[config.mk]
export PLATFORM = sky130hd
export DESIGN_NAME = ac_upsp_wrbuf_flat
export DESIGN_NICKNAME = d
export VERILOG_FILES = /design/src/rtl/upsp_pkg.sv /design/src/rtl/ac_upsp_wrbuf_if.sv /design/src/rtl/upsp_sync_fifo.sv /design/src/rtl/ac_upsp_wrbuf.sv /design/src/flat_wrapper.sv
export SDC_FILE = /design/constraint.sdc
export NUM_CORES = 1
export LEC_CHECK = 0
export CAP_MARGIN = 20
export CORE_MARGIN = 2
export CORE_UTILIZATION = 45
export CTS_BUF_LIST = sky130_fd_sc_hd__clkbuf_8
export DETAILED_ROUTE_END_ITERATION = 10
export PLACE_DENSITY = 0.71
export SLEW_MARGIN = 20
export SYNTH_ARGS = -nofsm -noshare
export SYNTH_HDL_FRONTEND = slang
export SYNTH_HIERARCHICAL = 1
export SYNTH_SLANG_ARGS = --single-unit
[constraint.sdc]
create_clock -name clk -period 6.4 [get_ports clk]
set_clock_uncertainty 0.05 [all_clocks]
set_input_delay 0.96 -clock clk [delete_from_list [all_inputs] [get_ports clk]]
set_output_delay 0.96 -clock clk [all_outputs]
set_load 0.01 [all_outputs]
[src/rtl/upsp_pkg.sv]
// Shared defaults, frame-control state type and a counter-width helper for the upsp write buffer.
package upsp_pkg;

    localparam int UPSP_WRTDATA_WIDTH_DEF = 24;
    localparam int DST_IMG_WIDTH_DEF      = 3840;
    localparam int DST_IMG_HEIGHT_DEF     = 2160;

    typedef enum logic [1:0] {
        ST_IDLE = 2'd0,
        ST_RUN  = 2'd1,
        ST_DONE = 2'd2
    } upsp_state_t;

    // Counters for a dimension of 1 still need one bit.
    function automatic int cnt_bits(input int n);
        return (n > 1) ? $clog2(n) : 1;
    endfunction

endpackage

[src/rtl/ac_upsp_wrbuf_if.sv]
// Pixel write bus from upsp plus the AXI-stream output bus.
// The master modport is the buffer's view; the slave modport is the surrounding logic's view.
interface ac_upsp_wrbuf_if #(
    parameter int WIDTH = 24
) ();
    logic             upsp_ac_wvalid;
    logic [WIDTH-1:0] upsp_ac_wdata;
    logic             ac_upsp_wready;
    logic             m_axis_tvalid;
    logic             m_axis_tready;
    logic [WIDTH-1:0] m_axis_tdata;
    logic             m_axis_tuser;
    logic             m_axis_tlast;

    modport master (
        input  upsp_ac_wvalid, upsp_ac_wdata, m_axis_tready,
        output ac_upsp_wready, m_axis_tvalid, m_axis_tdata, m_axis_tuser, m_axis_tlast
    );

    modport slave (
        output upsp_ac_wvalid, upsp_ac_wdata, m_axis_tready,
        input  ac_upsp_wready, m_axis_tvalid, m_axis_tdata, m_axis_tuser, m_axis_tlast
    );
endinterface

[src/rtl/upsp_sync_fifo.sv]
// Synchronous first-word-fall-through FIFO: a word pushed in cycle N is readable in cycle N+1.
// Pushes while full and pops while empty are dropped; the caller gates them with full/empty.
module upsp_sync_fifo #(
    parameter int WIDTH = 24,
    parameter int DEPTH = 4
) (
    input  logic                     clk,
    input  logic                     rst,
    input  logic                     push,
    input  logic [WIDTH-1:0]         push_dat,
    input  logic                     pop,
    output logic [WIDTH-1:0]         pop_dat,
    output logic [$clog2(DEPTH):0]   count,
    output logic                     full,
    output logic                     empty
);
    localparam int AW = $clog2(DEPTH);
    localparam logic [AW:0] DEPTH_C = (AW+1)'(DEPTH);

    logic [WIDTH-1:0] mem_q [DEPTH];
    logic [WIDTH-1:0] mem_d [DEPTH];
    logic [AW-1:0]    wr_ptr_q, wr_ptr_d;
    logic [AW-1:0]    rd_ptr_q, rd_ptr_d;
    logic [AW:0]      count_q, count_d;
    logic             do_push, do_pop;

    always_comb begin
        do_push  = push && (count_q != DEPTH_C);
        do_pop   = pop && (count_q != '0);
        mem_d    = mem_q;
        wr_ptr_d = wr_ptr_q;
        rd_ptr_d = rd_ptr_q;
        count_d  = count_q;
        if (do_push) begin
            mem_d[wr_ptr_q] = push_dat;
            wr_ptr_d        = wr_ptr_q + 1'b1;
        end
        if (do_pop) begin
            rd_ptr_d = rd_ptr_q + 1'b1;
        end
        case ({do_push, do_pop})
            2'b10:   count_d = count_q + 1'b1;
            2'b01:   count_d = count_q - 1'b1;
            default: count_d = count_q;
        endcase
    end

    always_ff @(posedge clk) begin
        if (rst) begin
            wr_ptr_q <= '0;
            rd_ptr_q <= '0;
            count_q  <= '0;
        end else begin
            wr_ptr_q <= wr_ptr_d;
            rd_ptr_q <= rd_ptr_d;
            count_q  <= count_d;
        end
    end

    // Storage carries no reset; the read side is qualified by count.
    always_ff @(posedge clk) begin
        mem_q <= mem_d;
    end

    assign pop_dat = mem_q[rd_ptr_q];
    assign count   = count_q;
    assign full    = (count_q == DEPTH_C);
    assign empty   = (count_q == '0);

endmodule

[src/rtl/ac_upsp_wrbuf.sv]
// Buffers one frame of upsp pixels into an AXI-stream with tuser at frame start and tlast at line end.
// One cycle input-to-output latency; wready depends only on registers and drops when full or the frame is fully accepted.
module ac_upsp_wrbuf
    import upsp_pkg::*;
#(
    parameter int UPSP_WRTDATA_WIDTH = UPSP_WRTDATA_WIDTH_DEF,
    parameter int DST_IMG_WIDTH      = DST_IMG_WIDTH_DEF,
    parameter int DST_IMG_HEIGHT     = DST_IMG_HEIGHT_DEF,
    parameter int FIFO_DEPTH         = 4
) (
    input  logic            clk,
    input  logic            rst,
    input  logic            frame_start,
    ac_upsp_wrbuf_if.master bus,
    output logic            frame_done
);
    localparam int CW   = cnt_bits(DST_IMG_WIDTH);
    localparam int RW   = cnt_bits(DST_IMG_HEIGHT);
    localparam int NPIX = DST_IMG_WIDTH * DST_IMG_HEIGHT;
    localparam int PW   = $clog2(NPIX + 1);
    localparam int FCW  = $clog2(FIFO_DEPTH) + 1;

    localparam logic [CW-1:0] COL_LAST  = CW'(DST_IMG_WIDTH - 1);
    localparam logic [RW-1:0] ROW_LAST  = RW'(DST_IMG_HEIGHT - 1);
    localparam logic [PW-1:0] PIX_TOTAL = PW'(NPIX);

    upsp_state_t state_q, state_d;
    logic [CW-1:0] col_q, col_d;
    logic [RW-1:0] row_q, row_d;
    logic [PW-1:0] push_cnt_q, push_cnt_d;

    logic                          wready, tvalid, push, pop;
    logic [UPSP_WRTDATA_WIDTH-1:0] fifo_dat;
    logic [FCW-1:0]                fifo_cnt;
    logic                          fifo_full, fifo_empty;

    upsp_sync_fifo #(
        .WIDTH (UPSP_WRTDATA_WIDTH),
        .DEPTH (FIFO_DEPTH)
    ) u_fifo (
        .clk      (clk),
        .rst      (rst),
        .push     (push),
        .push_dat (bus.upsp_ac_wdata),
        .pop      (pop),
        .pop_dat  (fifo_dat),
        .count    (fifo_cnt),
        .full     (fifo_full),
        .empty    (fifo_empty)
    );

    always_comb begin
        // The push counter stops acceptance at W*H so a fast upstream cannot spill into the next frame.
        wready     = (state_q == ST_RUN) && !fifo_full && (push_cnt_q != PIX_TOTAL);
        tvalid     = (fifo_cnt != '0);
        push       = bus.upsp_ac_wvalid && wready;
        pop        = tvalid && bus.m_axis_tready;
        state_d    = state_q;
        col_d      = col_q;
        row_d      = row_q;
        push_cnt_d = push_cnt_q;

        case (state_q)
            ST_IDLE: begin
                push_cnt_d = '0;
                if (frame_start) state_d = ST_RUN;
            end
            ST_RUN: begin
                if (push) push_cnt_d = push_cnt_q + 1'b1;
                if (pop && (col_q == COL_LAST) && (row_q == ROW_LAST)) state_d = ST_DONE;
            end
            ST_DONE: state_d = ST_IDLE;
            default: state_d = ST_IDLE;
        endcase

        if (pop) begin
            if (col_q == COL_LAST) begin
                col_d = '0;
                row_d = (row_q == ROW_LAST) ? '0 : row_q + 1'b1;
            end else begin
                col_d = col_q + 1'b1;
            end
        end
    end

    always_ff @(posedge clk) begin
        if (rst) begin
            state_q    <= ST_IDLE;
            col_q      <= '0;
            row_q      <= '0;
            push_cnt_q <= '0;
        end else begin
            state_q    <= state_d;
            col_q      <= col_d;
            row_q      <= row_d;
            push_cnt_q <= push_cnt_d;
        end
    end

    // Sideband and data are qualified by tvalid so an empty buffer presents all-zero outputs.
    assign bus.ac_upsp_wready = wready;
    assign bus.m_axis_tvalid  = tvalid;
    assign bus.m_axis_tdata   = fifo_empty ? '0 : fifo_dat;
    assign bus.m_axis_tuser   = tvalid && (col_q == '0) && (row_q == '0);
    assign bus.m_axis_tlast   = tvalid && (col_q == COL_LAST);
    assign frame_done         = (state_q == ST_DONE);

endmodule

[src/flat_wrapper.sv]
// flat-port wrapper written by rule: the top's interface ports become plain ports
module ac_upsp_wrbuf_flat import upsp_pkg::*;
#(
    parameter int UPSP_WRTDATA_WIDTH = UPSP_WRTDATA_WIDTH_DEF,
    parameter int DST_IMG_WIDTH      = DST_IMG_WIDTH_DEF,
    parameter int DST_IMG_HEIGHT     = DST_IMG_HEIGHT_DEF,
    parameter int FIFO_DEPTH         = 4
)
  (clk, rst, frame_start, frame_done, bus_upsp_ac_wvalid, bus_upsp_ac_wdata, bus_m_axis_tready, bus_ac_upsp_wready, bus_m_axis_tvalid, bus_m_axis_tdata, bus_m_axis_tuser, bus_m_axis_tlast);
  ac_upsp_wrbuf_if #(.WIDTH((24))) bus_i ();
  input  logic clk;
  input  logic rst;
  input  logic frame_start;
  output logic frame_done;
  input wire logic [$bits(bus_i.upsp_ac_wvalid)-1:0] bus_upsp_ac_wvalid;
  input wire logic [$bits(bus_i.upsp_ac_wdata)-1:0] bus_upsp_ac_wdata;
  input wire logic [$bits(bus_i.m_axis_tready)-1:0] bus_m_axis_tready;
  output wire logic [$bits(bus_i.ac_upsp_wready)-1:0] bus_ac_upsp_wready;
  output wire logic [$bits(bus_i.m_axis_tvalid)-1:0] bus_m_axis_tvalid;
  output wire logic [$bits(bus_i.m_axis_tdata)-1:0] bus_m_axis_tdata;
  output wire logic [$bits(bus_i.m_axis_tuser)-1:0] bus_m_axis_tuser;
  output wire logic [$bits(bus_i.m_axis_tlast)-1:0] bus_m_axis_tlast;
  assign bus_i.upsp_ac_wvalid = bus_upsp_ac_wvalid;
  assign bus_i.upsp_ac_wdata = bus_upsp_ac_wdata;
  assign bus_i.m_axis_tready = bus_m_axis_tready;
  assign bus_ac_upsp_wready = bus_i.ac_upsp_wready;
  assign bus_m_axis_tvalid = bus_i.m_axis_tvalid;
  assign bus_m_axis_tdata = bus_i.m_axis_tdata;
  assign bus_m_axis_tuser = bus_i.m_axis_tuser;
  assign bus_m_axis_tlast = bus_i.m_axis_tlast;
  ac_upsp_wrbuf #(.UPSP_WRTDATA_WIDTH(UPSP_WRTDATA_WIDTH), .DST_IMG_WIDTH(DST_IMG_WIDTH), .DST_IMG_HEIGHT(DST_IMG_HEIGHT), .FIFO_DEPTH(FIFO_DEPTH)) u_core (.clk(clk), .rst(rst), .frame_start(frame_start), .bus(bus_i), .frame_done(frame_done));
endmodule
Word level (Yosys, flattened, before mapping)
Index checks and enable logic that the tools add are counted.

Memories: 0. Word-level logic and storage cells: 73. Output and inout bits: 29. Latch bits: 0. Flip-flop bits (word level): 152. Bits of input ports: 29. Bits in read-only memories: 0. RAM bits: 0.

Mux-type cells: 15. $add $sub $neg: 7. Reductions and logical operators: 23. Bitwise gates (word level): 2. Equality and inequality tests: 12. Shifts and indexed selects: 0. Order comparisons: 3. Divide/modulo/power cells: 0. $mul: 0.

Operators with widths (number): $bwmux 96 (1); $mux 24 (4); $bmux 24 s2 (1); $demux 24 s2 (1); $pmux 23 s2 (1); $add 12x1->12 const B (2); $eq 12x12->1 const B (2); $logic_not 12->1 (2); $mux 12 (2); $add 23x1->23 const B (1); $mux 23 (1); $ne 23x23->1 const B (1); $logic_and 1x1->1 (12); $ge 3x3->1 const B (2); $ne 2x2->1 const B (3); $not 2->3 (2); $pmux 3 s2 (1); $reduce_and 2->1 (3); $add 2x1->2 const B (2); $eq 2x1->1 const B (2); $eq 2x2->1 const B (2); $mux 2 (2); $pmux 2 s2 (1); $reduce_bool 2->1 (2); 9 further kinds (9).

Logic depth before layout (Yosys ltp)
Gate-level depths: netlist (run 1).

Word-level depth: 8. Mapped depth: 15. Mapped depth without buffers: 15.

Modules after synthesis
The synthesis (run 1) kept the hierarchy.

By module, submodules not included: upsp_sync_fifo (sequential area each 3022.9 um2, times used 1, cells an instance 176, area an instance 3930.0 um2); ac_upsp_wrbuf (sequential area each 980.9 um2, times used 1, cells an instance 351, area an instance 2821.5 um2).

Worst setup path before layout (run 1)
No wires, ideal clock.

Kind: input -> register. Start: input port bus_m_axis_tready. End: register u_core.u_fifo.count_q[2] (netlist: u_core/u_fifo/count[2]). Path slack: 3328 ps. Cell stages on the path: 11. Buffers on the path: 2. Library setup time: 70 ps. Arrival time: 2952 ps. Data required time: 6280 ps. Cell sequence: o31a_1 -> buf_2 -> buf_1 -> o31ai_1 -> inv_1 -> ha_1 -> inv_1 -> fa_1 -> xor2_1 -> or3_1 -> a21oi_1.

Longest elaborated chain between the ends: 4. Elaborated cells between the ends (all ways): 6. Classes of those cells: eq/ne: 2; mux: 1; reduce/logical: 3.

Ends and longest elaborated chain: from (decl) (line flat_wrapper.sv:17) `input wire logic [$bits(bus_i.m_axis_tready)-1:0] bus_m_axis_tready;`; $logic_and 1x1->1 (*) (line ac_upsp_wrbuf.sv:57) `pop = tvalid && bus.m_axis_tready;`; net u_core.pop (line ac_upsp_wrbuf.sv:32) `logic wready, tvalid, push, pop;`; $logic_and 1x1->1 (*) (line upsp_sync_fifo.sv:29) `do_pop = pop && (count_q != '0);`; net u_core.u_fifo.do_pop (line upsp_sync_fifo.sv:25) `logic do_push, do_pop;`; $eq 2x1->1 / $eq 2x2->1 (equally long branches) (line upsp_sync_fifo.sv:41) `case ({do_push, do_pop})`; $pmux 3 s2 / $reduce_bool 2->1 (equally long branches); to (signal assigned) (line upsp_sync_fifo.sv:56) `count_q <= count_d;`; to (decl) (line upsp_sync_fifo.sv:24) `logic [AW:0] count_q, count_d;`.

The timed path passes the listed nets; every way through them passes the cells marked *. A chain may end at the register's enable or synchronous reset.

Worst setup path in the final report (run 1)
Start: register u_core.col_q[0]. End: output port bus_m_axis_tlast.

Longest elaborated chain between the ends: 2.

Ends and longest elaborated chain: from (decl) (line ac_upsp_wrbuf.sv:28) `logic [CW-1:0] col_q, col_d;`; from (signal assigned) (line ac_upsp_wrbuf.sv:94) `col_q <= col_d;`; $eq 12x12->1 (line ac_upsp_wrbuf.sv:105) `assign bus.m_axis_tlast = tvalid && (col_q == COL_LAST);`; $logic_and 1x1->1 (line ac_upsp_wrbuf.sv:105); to (decl) (line flat_wrapper.sv:22) `output wire logic [$bits(bus_i.m_axis_tlast)-1:0] bus_m_axis_tlast;`.

No other way between the ends.

==> results.md, run 1 <==
* Gate power share at between 7 and 8%
* Ys async rst share at 0%
* Finish-stage setup viols at 0
* Post-layout power at between 0.0015 and 0.002 W
* Kind of critical path: flop to output port
* Slowest Stage Delay on Critical Path at approximately 0.87 ns
* Measured slew at the worst slew-check pin at 1.01 ns
* Worst hold stages at 1
* Number of max-capacitance violations reported at 0
* Sink Count at about 150
* Count of different cell masters after synthesis at 65
* Relative slew margins at around 32%
* Commonest non-fill, non-tap cell in the layout: sky130_fd_sc_hd__edfxtp_1
* Power per cell area at approximately 230 mW/mm^2
* Quantity of I/O buffers inserted on ports at 57
* Stages on worst setup path at 5
* Fraction of the yosys area taken by sequential cells at between 50% and 60%
* Count of nets left with antenna violations after detail routing at 0
* Final sum of negative setup slack at 0 ns
* Top-level port count at slightly below 60
* Endpoint type of the worst setup path: output port
* Die width at roughly 130 um
* Required time of the worst setup path at between 5 and 6 ns
* Overall track demand over capacity in global routing at around 17%
* CTS tree: done
* Largest net degree at the start of global routing at 27
* Crit-path cells: ha_1 -> nand2_1 -> nor4_2 -> and2_1 -> clkdlybuf4s50_1
* Post-cts gate resize count at 0
* Maximum fanout count along the critical path at 13
* Starting Density at between 40 and 50%
* Post-CTS setup repair buffer count at 0
* Number of vias per cell after detailed routing at 5.57
* Crit path max-delay family: simple AND/OR/NAND/NOR gates
* Ratio of cells with drive above 1 in the final layout at about an eighth
* Static Leak at 2.57 nW
* CTS buffer count at 17
* Proportion of power drawn by flip-flops and latches at about 59%
* RSZ-0062 raised after global routing: no
* Critical Path Slowest Stage Cell: sky130_fd_sc_hd__nor4_2
* Row cnt at 44
* Util after Layout at 53.5%
* Relative area change from synthesis to final layout at 15.6%
* Post-synthesis net count at around 570
* Total congestion overflow after global routing at 0
* Count of final max-slew check failures at 0
* Placeable Area at around 0.015 mm^2
* Buf/Inv on CP at 1
* Total number of vias at between 4000 and 5000
* Layout net count at 632
* Number of enable-type register cells in the synthesized netlist at 96
* Total wire length after detailed routing at 12.9 mm
* Final Hold Fails at 0
* Clock transition at the registers of the reported paths at about 0.08 ns
* Peak clock frequency supported by timing at roughly 260 MHz
* Synth warnings at 6
* Path category of the worst min-delay check: flop to flop
* Synthesized area per cell at 12.8 um^2
* Mapped cell area at around 0.0068 mm^2
* Ys flop type: sky130_fd_sc_hd__edfxtp_1
* Path depth of the worst reg2reg path at 15
* Switching power at 0.000423 W
* Share of total power consumed by net switching at a little under a quarter
* Hold-fix buffer count after cts at 0
* Post-route DRC at 0
* Half-perimeter wire length of the detailed placement result at approximately 8.3 mm
* Number of cells produced by synthesis at between 500 and 600
* Cell Int Power at 0.00138 W
* Die Area at around 0.016 mm^2
* Commonest non-fill, non-tap cells in the layout: sky130_fd_sc_hd__edfxtp_1 (96), sky130_fd_sc_hd__clkdlybuf4s50_1 (57), sky130_fd_sc_hd__dfxtp_1 (55)
* Avg WL per Cell at around 16 um
* Cell chosen for the clock root: sky130_fd_sc_hd__clkbuf_8
* Buffer depth of the longest clock path at 2
* CP startpoint kind: flop
* Result of the run: finished clean
* Peak VDD IR at around 0.14 mV
* Gpl congestion at between 0.8 and 0.9
* Clock H-tree levels at 4
* Diodes inserted at 0
* Final worst-path cycle share at between 50% and 60%
* Chip height at 126 um
* Number of synthesized register bits at 152
* Pre-antenna DRT Iters at 5
* Clock latency of the later-clocked register in the worst-skew pair at approximately 0.43 ns
* Post-layout minimum cycle time at roughly 3.8 ns
* Relative contribution of the clock network to total power at between 30 and 40%
* Worst path arrival time at 2.77 ns
* Global-route wire length before repair at 21.6 mm
* Number of antenna violations at the first check in global routing at 0
* Vias in the first global route at around 4300
* Initial detailed-routing violation count at ~310
## power by group through the flow
stage               combinational [W]  sequential, W  clock, W
finish                       0.000135        0.00106  0.000607
detailed placement           0.000137        0.00109         0
CTS                          0.000138        0.00106  0.000624
global placement             0.000134        0.00108         0
global route                 0.000148        0.00106  0.000665
floorplan                   0.0000715        0.00108         0
## path summary, 6_finish.rpt
path                                       startpoint                     end  slack, ns
worst max register to register   u_core/push_cnt_q[0]  u_core/u_fifo/count[2]       3.19
worst max-delay path                  u_core/col_q[0]        bus_m_axis_tlast       2.62
worst min register to register  u_core/push_cnt_q[20]   u_core/push_cnt_q[20]       0.43
worst min-delay path            u_core/push_cnt_q[20]   u_core/push_cnt_q[20]       0.43
## flip-flops by register name, summed over array words and instances, names as in the netlist
signal / count
u_core/u_fifo/mem_q: 96
u_core/push_cnt_q: 23
u_core/col_q: 12
u_core/row_q: 12
u_core/u_fifo/count: 3
u_core/state_q: 2
u_core/u_fifo/rd_ptr_q: 2
u_core/u_fifo/wr_ptr_q: 2
## cells in the mapped netlist, types with 4 or more instances
cell type / count / share of area (%)
sky130_fd_sc_hd__mux2i_1: 4 / 0.59
sky130_fd_sc_hd__xnor2_1: 9 / 1.2
sky130_fd_sc_hd__nor2_1: 49 / 2.7
sky130_fd_sc_hd__nand2b_1: 6 / 0.56
sky130_fd_sc_hd__nor3_1: 9 / 0.67
sky130_fd_sc_hd__ha_1: 11 / 2.0
sky130_fd_sc_hd__inv_1: 18 / 1.0
sky130_fd_sc_hd__and2_1: 8 / 0.74
sky130_fd_sc_hd__a41oi_1: 4 / 0.52
sky130_fd_sc_hd__nand2_1: 25 / 1.4
sky130_fd_sc_hd__a31oi_1: 8 / 0.74
sky130_fd_sc_hd__mux4_2: 19 / 6.3
sky130_fd_sc_hd__mux4_1: 5 / 1.9
sky130_fd_sc_hd__nand3_1: 30 / 2.2
sky130_fd_sc_hd__nor2b_1: 27 / 2.5
sky130_fd_sc_hd__or3_1: 4 / 0.37
sky130_fd_sc_hd__nor4_1: 8 / 0.74
sky130_fd_sc_hd__a21oi_1: 18 / 1.3
sky130_fd_sc_hd__edfxtp_1: 96 / 43
sky130_fd_sc_hd__and3_1: 10 / 0.93
sky130_fd_sc_hd__dfxtp_1: 56 / 17
sky130_fd_sc_hd__buf_2: 9 / 0.67
sky130_fd_sc_hd__xor2_1: 13 / 1.7
sky130_fd_sc_hd__clkbuf_1: 4 / 0.22
sky130_fd_sc_hd__o21ai_0: 9 / 0.67
sky130_fd_sc_hd__nand4_1: 15 / 1.4
## per-layer routing
layer,GRT usage [%],share of wire [%],vias up,routed length [um]
li1,-,-,2111,-
met1,22.9,46,2153,5850
met2,26.7,49,102,6250
met3,4.30,4.9,12,633
met4,5.95,0.97,0,125
met5,0,0,-,0
## area by class of cell
cell class | count | area [um^2]
sequential | 152 | 4010
clock buffer | 17 | 234
timing repair buffer | 64 | 623
inverter | 19 | 71.3
tap | 184 | 230
multi-input combinational | 337 | 2560
clock inverter | 13 | 82.6
fill | 1205 | 6790
## worst register-to-register path: cells and delay by family, from the launching register on
kind	cells	cell delay (ns)
fa+ha+maj	3	0.71
buf+inv	4	0.33
compound gates	1	0.17
simple gates	6	1.35
flops	1	0.36
xor+xnor	1	0.16
## metrics by stage
stage	instances	setup WS, ns	cell area [um^2]	hold slack (ns)
floorplan	527	3.33	6750	0.383
global placement	756	2.72	7490	0.408
detailed placement	756	2.58	7490	0.423
CTS	786	2.57	7800	0.434
global route	786	2.33	7800	0.451
finish	786	2.62	7800	0.430
## kinds of logic (layout without fill, tap and decap cells)
family | after synthesis | in the layout | synth area share (%)
AOI/OAI and AO/OA | 61 | 61 | 5.91
xor gates and xnor gates | 22 | 22 | 2.85
adders and majority gates | 12 | 12 | 2.34
buffers and inverters | 38 | 113 | 2.91
DFF | 152 | 152 | 59.3
muxes | 30 | 30 | 9.21
and+or+nand+nor | 212 | 212 | 17.5
(Power assumes the default switching activity.)
==> run 2, diff against run 1 <==
Clock period 6.4 ns to 3.6 ns, I/O delays scaled along.
==> run 2 against run 1 <==
  * Critical path depth fell by 1
  * Critical endpoint is now bus_m_axis_tdata[14]
  * Final area is 1.1% higher
  * Worst setup slack worse by 2.2 ns
  * First-iteration DRC count down 1.3%
  * Die area unchanged
  * Via count up 0.89%
  * Critical path type unchanged
  * Clock power grew 100%
  * Power is 87% higher
  * Sequential cell count did not move
  * Wire length up 2.9%
==> results.md, run 2 (same netlist as run 1, synthesis figures left out) <==
* Pre-antenna DRT Iters at 4 (-1)
* Power per cell area at 428 mW/mm^2 (+85%)
* Worst path arrival time at 2.56 ns (-0.21 ns)
* Wl on met1 at 5.99 mm (+2.4%)
* Half-perimeter wire length of the detailed placement result at 8.55 mm (+2.6%)
* Total number of vias at 4417 (+0.89%)
* Clock latency of the later-clocked register in the worst-skew pair at 0.44 ns (about the same)
* Endpoint type of the worst setup path: output port
* Quantity of I/O buffers inserted on ports at 57 (unchanged)
* Final standard cell area without fillers at 0.00789 mm^2 (+1.1%)
* Hold WS at 0.435 ns (+0.00449 ns)
* Crit path max-delay family: buffers and inverters
* Met3 routed wirelength at 705 um (+11%)
* Die Area at 0.0160 mm^2 (unchanged)
* Number of vias per cell after detailed routing at 5.61 (+0.63%)
* Registers with the most flip-flops: u_core/u_fifo/mem_q: 96 flops, u_core/push_cnt_q: 23 flops
* Clock transition at the registers of the reported paths at 0.08 ns (about the same)
* Final worst-path cycle share at approximately 87%
* Overall track demand over capacity in global routing at 17.1% (+0.21 points)
* CTS tree: done
* Buf/Inv on CP at 2 (+1)
* Largest register by flop count: u_core/u_fifo/mem_q
* Share of total power consumed by net switching at 21.4% (-2.0 points)
* Hold path startpoint: u_core/push_cnt_q[22]
* Filler cells at 1211 (+0.50%)
* Endpoint with the worst hold slack: u_core/push_cnt_q[22]
* Relative area change from synthesis to final layout at 16.9%
* Kind of critical path: flop to output port
* Hold-fix buffer count after cts at 0 (unchanged)
* Measured slew at the worst slew-check pin at 0.539 ns (-0.469 ns)
* RSZ-0062 raised after global routing: no
* Number of antenna violations at the first check in global routing at 0 (unchanged)
* Total wire length after detailed routing at 13.2 mm (+2.9%)
* Diodes inserted at 0 (unchanged)
* Area after DPL at 0.00752 mm^2 (+0.50%)
* Post-layout minimum cycle time at 3.15 ns
* Final sum of negative setup slack at 0 ns (unchanged)
* Die width at 126 um (unchanged)
* Critical Path Slowest Stage Cell: sky130_fd_sc_hd__mux4_1
* Starting Density at 46.3% (unchanged)
* Number of max-capacitance violations reported at 0 (unchanged)
* Peak VDD IR at 0.247 mV (+80%)
* Avg WL per Cell at 16.8 um (+2.7%)
* Finish-stage setup viols at 0 (unchanged)
* Top-level port count at 58 (unchanged)
* Peak clock frequency supported by timing at ~320 MHz
* Slowest Stage Delay on Critical Path at 0.63 ns (-0.24 ns)
* Row cnt at 44 (unchanged)
* Vias in the first global route at 4271 (-1.8%)
* Relative slew margins at 63.9% (+32 points)
* Routed wl met2 at 6.44 mm (+3.1%)
* Initial detailed-routing violation count at 310 (-1.3%)
* Count of nets left with antenna violations after detail routing at 0 (unchanged)
* Count of final max-slew check failures at 0 (unchanged)
* CTS buffer count at 17 (unchanged)
* Gpl congestion at 0.869 (+0.51%)
* Static Leak at 2.62 nW (+1.7%)
* R2R Setup Slk at 0.57 ns (-2.62 ns)
* Largest register FFs at 96 (unchanged)
* Crit-path cells: buf_4 -> mux4_1 -> nor2b_1 -> clkdlybuf4s50_1
* Path category of the worst min-delay check: flop to flop
* Result of the run: finished clean
* Commonest non-fill, non-tap cells in the layout: sky130_fd_sc_hd__edfxtp_1 (96), sky130_fd_sc_hd__clkdlybuf4s50_1 (57), sky130_fd_sc_hd__dfxtp_1 (55)
* Clock H-tree levels at 4 (unchanged)
* Buffer depth of the longest clock path at 2 (unchanged)
* Total congestion overflow after global routing at 0 (unchanged)
* Gate power share at 7.4% (about the same)
* Largest net degree at the start of global routing at 27 (unchanged)
* Endpoint of the worst-slack reg-to-reg timing path: u_core/u_fifo/count[2]
* Worst hold stages at 1 (unchanged)
* CP startpoint kind: flop
* Post-cts gate resize count at 0 (unchanged)
* Final Hold Fails at 0 (unchanged)
* Path depth of the worst reg2reg path at 15 (unchanged)
* Util after Layout at 54.1% (+0.61 points)
* Top metal layer carrying routed signals: met4
* Required time of the worst setup path at 3.01 ns (-2.38 ns)
* Post-route DRC at 0 (unchanged)
* Chip height at 126 um (unchanged)
* Maximum fanout count along the critical path at 22 (+9)
* Ratio of cells with drive above 1 in the final layout at 12.3% (+0.29 points)
* Cell Int Power at 0.00266 W (+92%)
* Sink Count at 152 (unchanged)
* Relative contribution of the clock network to total power at 36.8% (+3.2 points)
* Worst reg2reg path startpoint: u_core/push_cnt_q[0]
* Commonest non-fill, non-tap cell in the layout: sky130_fd_sc_hd__edfxtp_1
* Post-CTS setup repair buffer count at 0 (unchanged)
* Cell chosen for the clock root: sky130_fd_sc_hd__clkbuf_8
* Global-route wire length before repair at 21.5 mm (-0.73%)
* Layout net count at 637 (+0.79%)
* Switching power at 0.000724 W (+71%)
* Proportion of power drawn by flip-flops and latches at 55.8% (-3.1 points)
* Placeable Area at 0.0146 mm^2 (unchanged)
[run 2: cell type report]
| cell class | count | area (um^2) | share of cell area, % |
|---|---|---|---|
| flip-flops and latches | 152 | 4010 | 50.8 |
| multi-input cells | 337 | 2560 | 32.4 |
| repair buffers | 69 | 661 | 8.37 |
| clock buffers | 17 | 234 | 2.96 |
| well taps | 184 | 230 | 2.92 |
| clock inverters | 10 | 134 | 1.70 |
| inverters | 19 | 71.3 | 0.904 |
[run 2: stage by stage]
| step | worst slack, ns | instances | power (W) |
|---|---|---|---|
| floorplan | 0.809 | 527 | 0.00205 |
| global placement | 0.678 | 761 | 0.00217 |
| detailed placement | 0.575 | 761 | 0.00218 |
| CTS | 0.372 | 788 | 0.00342 |
| global route | 0.281 | 788 | 0.00351 |
| finish | 0.454 | 788 | 0.00338 |
[run 2: worst max-delay path by stage]
| stage | cells past startpoint | end | from |
|---|---|---|---|
| after floorplan | 15 | u_core/u_fifo/count[2] | u_core/push_cnt_q[0] |
| after global placement | 15 | u_core/u_fifo/count[2] | u_core/push_cnt_q[0] |
| after detailed placement | 15 | u_core/u_fifo/count[2] | u_core/push_cnt_q[0] |
| after CTS | 4 | bus_m_axis_tdata[14] | u_core/u_fifo/rd_ptr_q[0] |
| after global routing | 4 | bus_m_axis_tdata[14] | u_core/u_fifo/rd_ptr_q[0] |
| final | 4 | bus_m_axis_tdata[14] | u_core/u_fifo/rd_ptr_q[0] |
[run 2: power groups by stage]
stage | registers [W] | logic [W] | clock network [W]
6_report | 0.00189 | 0.000250 | 0.00124
5_1_grt | 0.00189 | 0.000273 | 0.00134
4_1_cts | 0.00189 | 0.000254 | 0.00128
3_5_place_dp | 0.00193 | 0.000253 | 0
3_3_place_gp | 0.00192 | 0.000247 | 0
2_1_floorplan | 0.00192 | 0.000127 | 0
[run 2: per-layer routing]
layer	GRT usage (%)	up-vias
li1	-	2114
met1	22.4	2170
met2	28.2	122
met3	4.68	11
met4	4.91	0
met5	0	-
==> run 3, diff against run 2 <==
Settings changed: CAP_MARGIN 20 to 25, CORE_MARGIN 2 to 4.
==> run 3 against run 2 <==
  * Clock power is 3% higher
  * Register-to-register slack worse by 0.02 ns
  * First-iteration DRC count is 37% higher
  * Combinational power hardly changed
  * Critical path type unchanged
==> results.md, run 3 (same netlist as run 1, synthesis figures left out) <==
* Power per cell area at 431 mW/mm^2 (+0.68%)
* Ratio of cells with drive above 1 in the final layout at 12.3% (+0.064 points)
* Proportion of power drawn by flip-flops and latches at 55.2% (-0.6 points)
* Largest register by flop count: u_core/u_fifo/mem_q
* Footprint of the multi-input gates at 0.00256 mm^2 (unchanged)
* Kind of critical path: flop to output port
* Maximum fanout count along the critical path at 13 (-41%)
* Relative area change from synthesis to final layout at 17.3%
* Switching power at 0.000746 W (+3.0%)
* Placeable Area at 0.0146 mm^2 (unchanged)
* Total congestion overflow after global routing at 0 (unchanged)
* Initial detailed-routing violation count at 426 (+37%)
* Die width at 130 um (+3.2%)
* Commonest non-fill, non-tap cell in the layout: sky130_fd_sc_hd__edfxtp_1
* Buffer depth of the longest clock path at 2 (unchanged)
* CTS tree: done
* Filler cells at 1201 (-0.83%)
* Path category of the worst min-delay check: flop to flop
* Relative slew margins at 35.1% (-29 points)
* Post-layout minimum cycle time at 3.09 ns (-0.0563 ns)
* Worst slack after detailed placement at 0.552 ns (-0.0224 ns)
* Largest net degree at the start of global routing at 27 (unchanged)
* Hold-fix buffer count after cts at 0 (unchanged)
* Post-layout worst setup margin at 0.510 ns (+0.0563 ns)
* Relative contribution of the clock network to total power at 37.5% (+0.7 points)
* Peak clock frequency supported by timing at 324 MHz (+1.8%)
* Area after DPL at 0.00753 mm^2 (about the same)
* Chip height at 130 um (+3.2%)
* Final worst-path cycle share at 85.8% (-1.6 points)
* Half-perimeter wire length of the detailed placement result at 8.90 mm (+4.1%)
* Gpl congestion at 0.910 (+4.8%)
* Endpoint type of the worst setup path: output port
* Clock latency of the later-clocked register in the worst-skew pair at 0.45 ns (about the same)
* Register area at 0.00401 mm^2 (unchanged)
* Count of nets left with antenna violations after detail routing at 0 (unchanged)
* Hold WS at 0.436 ns (+0.00112 ns)
* Top-level port count at 58 (unchanged)
* Number of vias per cell after detailed routing at 5.60 (about the same)
* Peak VDD IR at 0.397 mV (+61%)
* Total wire length after detailed routing at 13.4 mm (+1.5%)
* Row cnt at 44 (unchanged)
* CP startpoint kind: flop
* Diodes inserted at 0 (unchanged)
* Final Hold Fails at 0 (unchanged)
* Final standard cell area without fillers at 0.00792 mm^2 (+0.38%)
* Quantity of I/O buffers inserted on ports at 57 (unchanged)
* Largest register FFs at 96 (unchanged)
* Measured slew at the worst slew-check pin at 0.974 ns (+0.436 ns)
* Clock transition at the registers of the reported paths at 0.07 ns (about the same)
* Registers with the most flip-flops: u_core/u_fifo/mem_q: 96 flops, u_core/push_cnt_q: 23 flops
* Share of total power consumed by net switching at 21.8% (+0.41 points)
* Post-cts gate resize count at 0 (unchanged)
* Layout net count at 638 (+0.16%)
* Post-route DRC at 0 (unchanged)
* Finish-stage setup viols at 0 (unchanged)
* Post-CTS setup repair buffer count at 0 (unchanged)
* Number of antenna violations at the first check in global routing at 0 (unchanged)
* Final sum of negative setup slack at 0 ns (unchanged)
* Result of the run: finished clean
* Sink Count at 152 (unchanged)
* Worst path arrival time at 2.50 ns (-0.06 ns)
* CTS buffer count at 17 (unchanged)
* Total number of vias at 4443 (+0.59%)
* Die Area at 0.0170 mm^2 (+6.4%)
* Global-route wire length before repair at 21.6 mm (+0.67%)
* Gate power share at 7.3% (about the same)
* Overall track demand over capacity in global routing at 16.4% (-0.73 points)
* Number of max-capacitance violations reported at 0 (unchanged)
* Vias in the first global route at 4411 (+3.3%)
* Count of final max-slew check failures at 0 (unchanged)
* Starting Density at 46.3% (unchanged)
* RSZ-0062 raised after global routing: no
* Cell Int Power at 0.00267 W (+0.54%)
* Cell chosen for the clock root: sky130_fd_sc_hd__clkbuf_8
* Commonest non-fill, non-tap cells in the layout: sky130_fd_sc_hd__edfxtp_1 (96), sky130_fd_sc_hd__clkdlybuf4s50_1 (57), sky130_fd_sc_hd__dfxtp_1 (55)
* Clock H-tree levels at 4 (unchanged)
* Static Leak at 2.64 nW (+1.1%)
* Pre-antenna DRT Iters at 5 (+1)
* Avg WL per Cell at 16.9 um (+0.83%)
* Required time of the worst setup path at 3.01 ns (about the same)
run 3: cell count changes in the layout (fill, tap and decap cells not counted):
cell                         before  now
sky130_fd_sc_hd__inv_6            0    2
sky130_fd_sc_hd__clkinvlp_4       3    0
sky130_fd_sc_hd__inv_1           18   19
sky130_fd_sc_hd__clkinv_4         1    3
sky130_fd_sc_hd__clkinv_1         3    6
sky130_fd_sc_hd__buf_4           12   13
sky130_fd_sc_hd__clkinv_2         1    0
run 3: per-layer routing:
layer	up-vias	GRT usage, %	share of wire, %
met1	2175	20.6	43
met4	0	4.84	0.52
met3	9	5.16	5.8
li1	2123	-	-
met2	136	27.4	51
met5	-	0	0
run 3: through the flow:
| stage | std cells | utilization, % | power, W |
|---|---|---|---|
| floorplan | 527 | - | 0.00205 |
| global placement | 762 | 51.6 | 0.00217 |
| detailed placement | 762 | 51.6 | 0.00218 |
| CTS | 793 | 54.3 | 0.00346 |
| global route | 793 | 54.3 | 0.00356 |
| finish | 793 | 54.3 | 0.00342 |
run 3: final timing paths:
kind,start,slack (ns),depth (start not counted),end
setup reg to reg,u_core/push_cnt_q[1],0.55,15,u_core/u_fifo/count[2]
setup / recovery,u_core/u_fifo/rd_ptr_q[0],0.51,4,bus_m_axis_tdata[6]
hold / removal,u_core/push_cnt_q[22],0.44,1,u_core/push_cnt_q[22]
hold reg to reg,u_core/push_cnt_q[22],0.44,1,u_core/push_cnt_q[22]
run 3: worst max-delay path, cell delays in order, from the launching register on:
cell	delay [ns]
sky130_fd_sc_hd__dfxtp_2	0.59
sky130_fd_sc_hd__buf_4	0.31
sky130_fd_sc_hd__mux4_2	0.52
sky130_fd_sc_hd__nor2b_1	0.14
sky130_fd_sc_hd__clkdlybuf4s50_1	0.49
run 3: layout make-up:
cell class                 instances  area share, %
inverter                          19          0.900
multi-input combinational        337           32.3
clock inverter                    14           1.97
clock buffer                      17           2.95
timing repair buffer              70           8.43
sequential                       152           50.6
tap                              184           2.91
run 3: power by group through the flow:
stage	sequential, W	clock [W]	combinational [W]
CTS	0.00189	0.00132	0.000253
finish	0.00189	0.00128	0.000249
floorplan	0.00192	0	0.000127
global placement	0.00192	0	0.000246
global route	0.00189	0.00140	0.000271
detailed placement	0.00193	0	0.000252
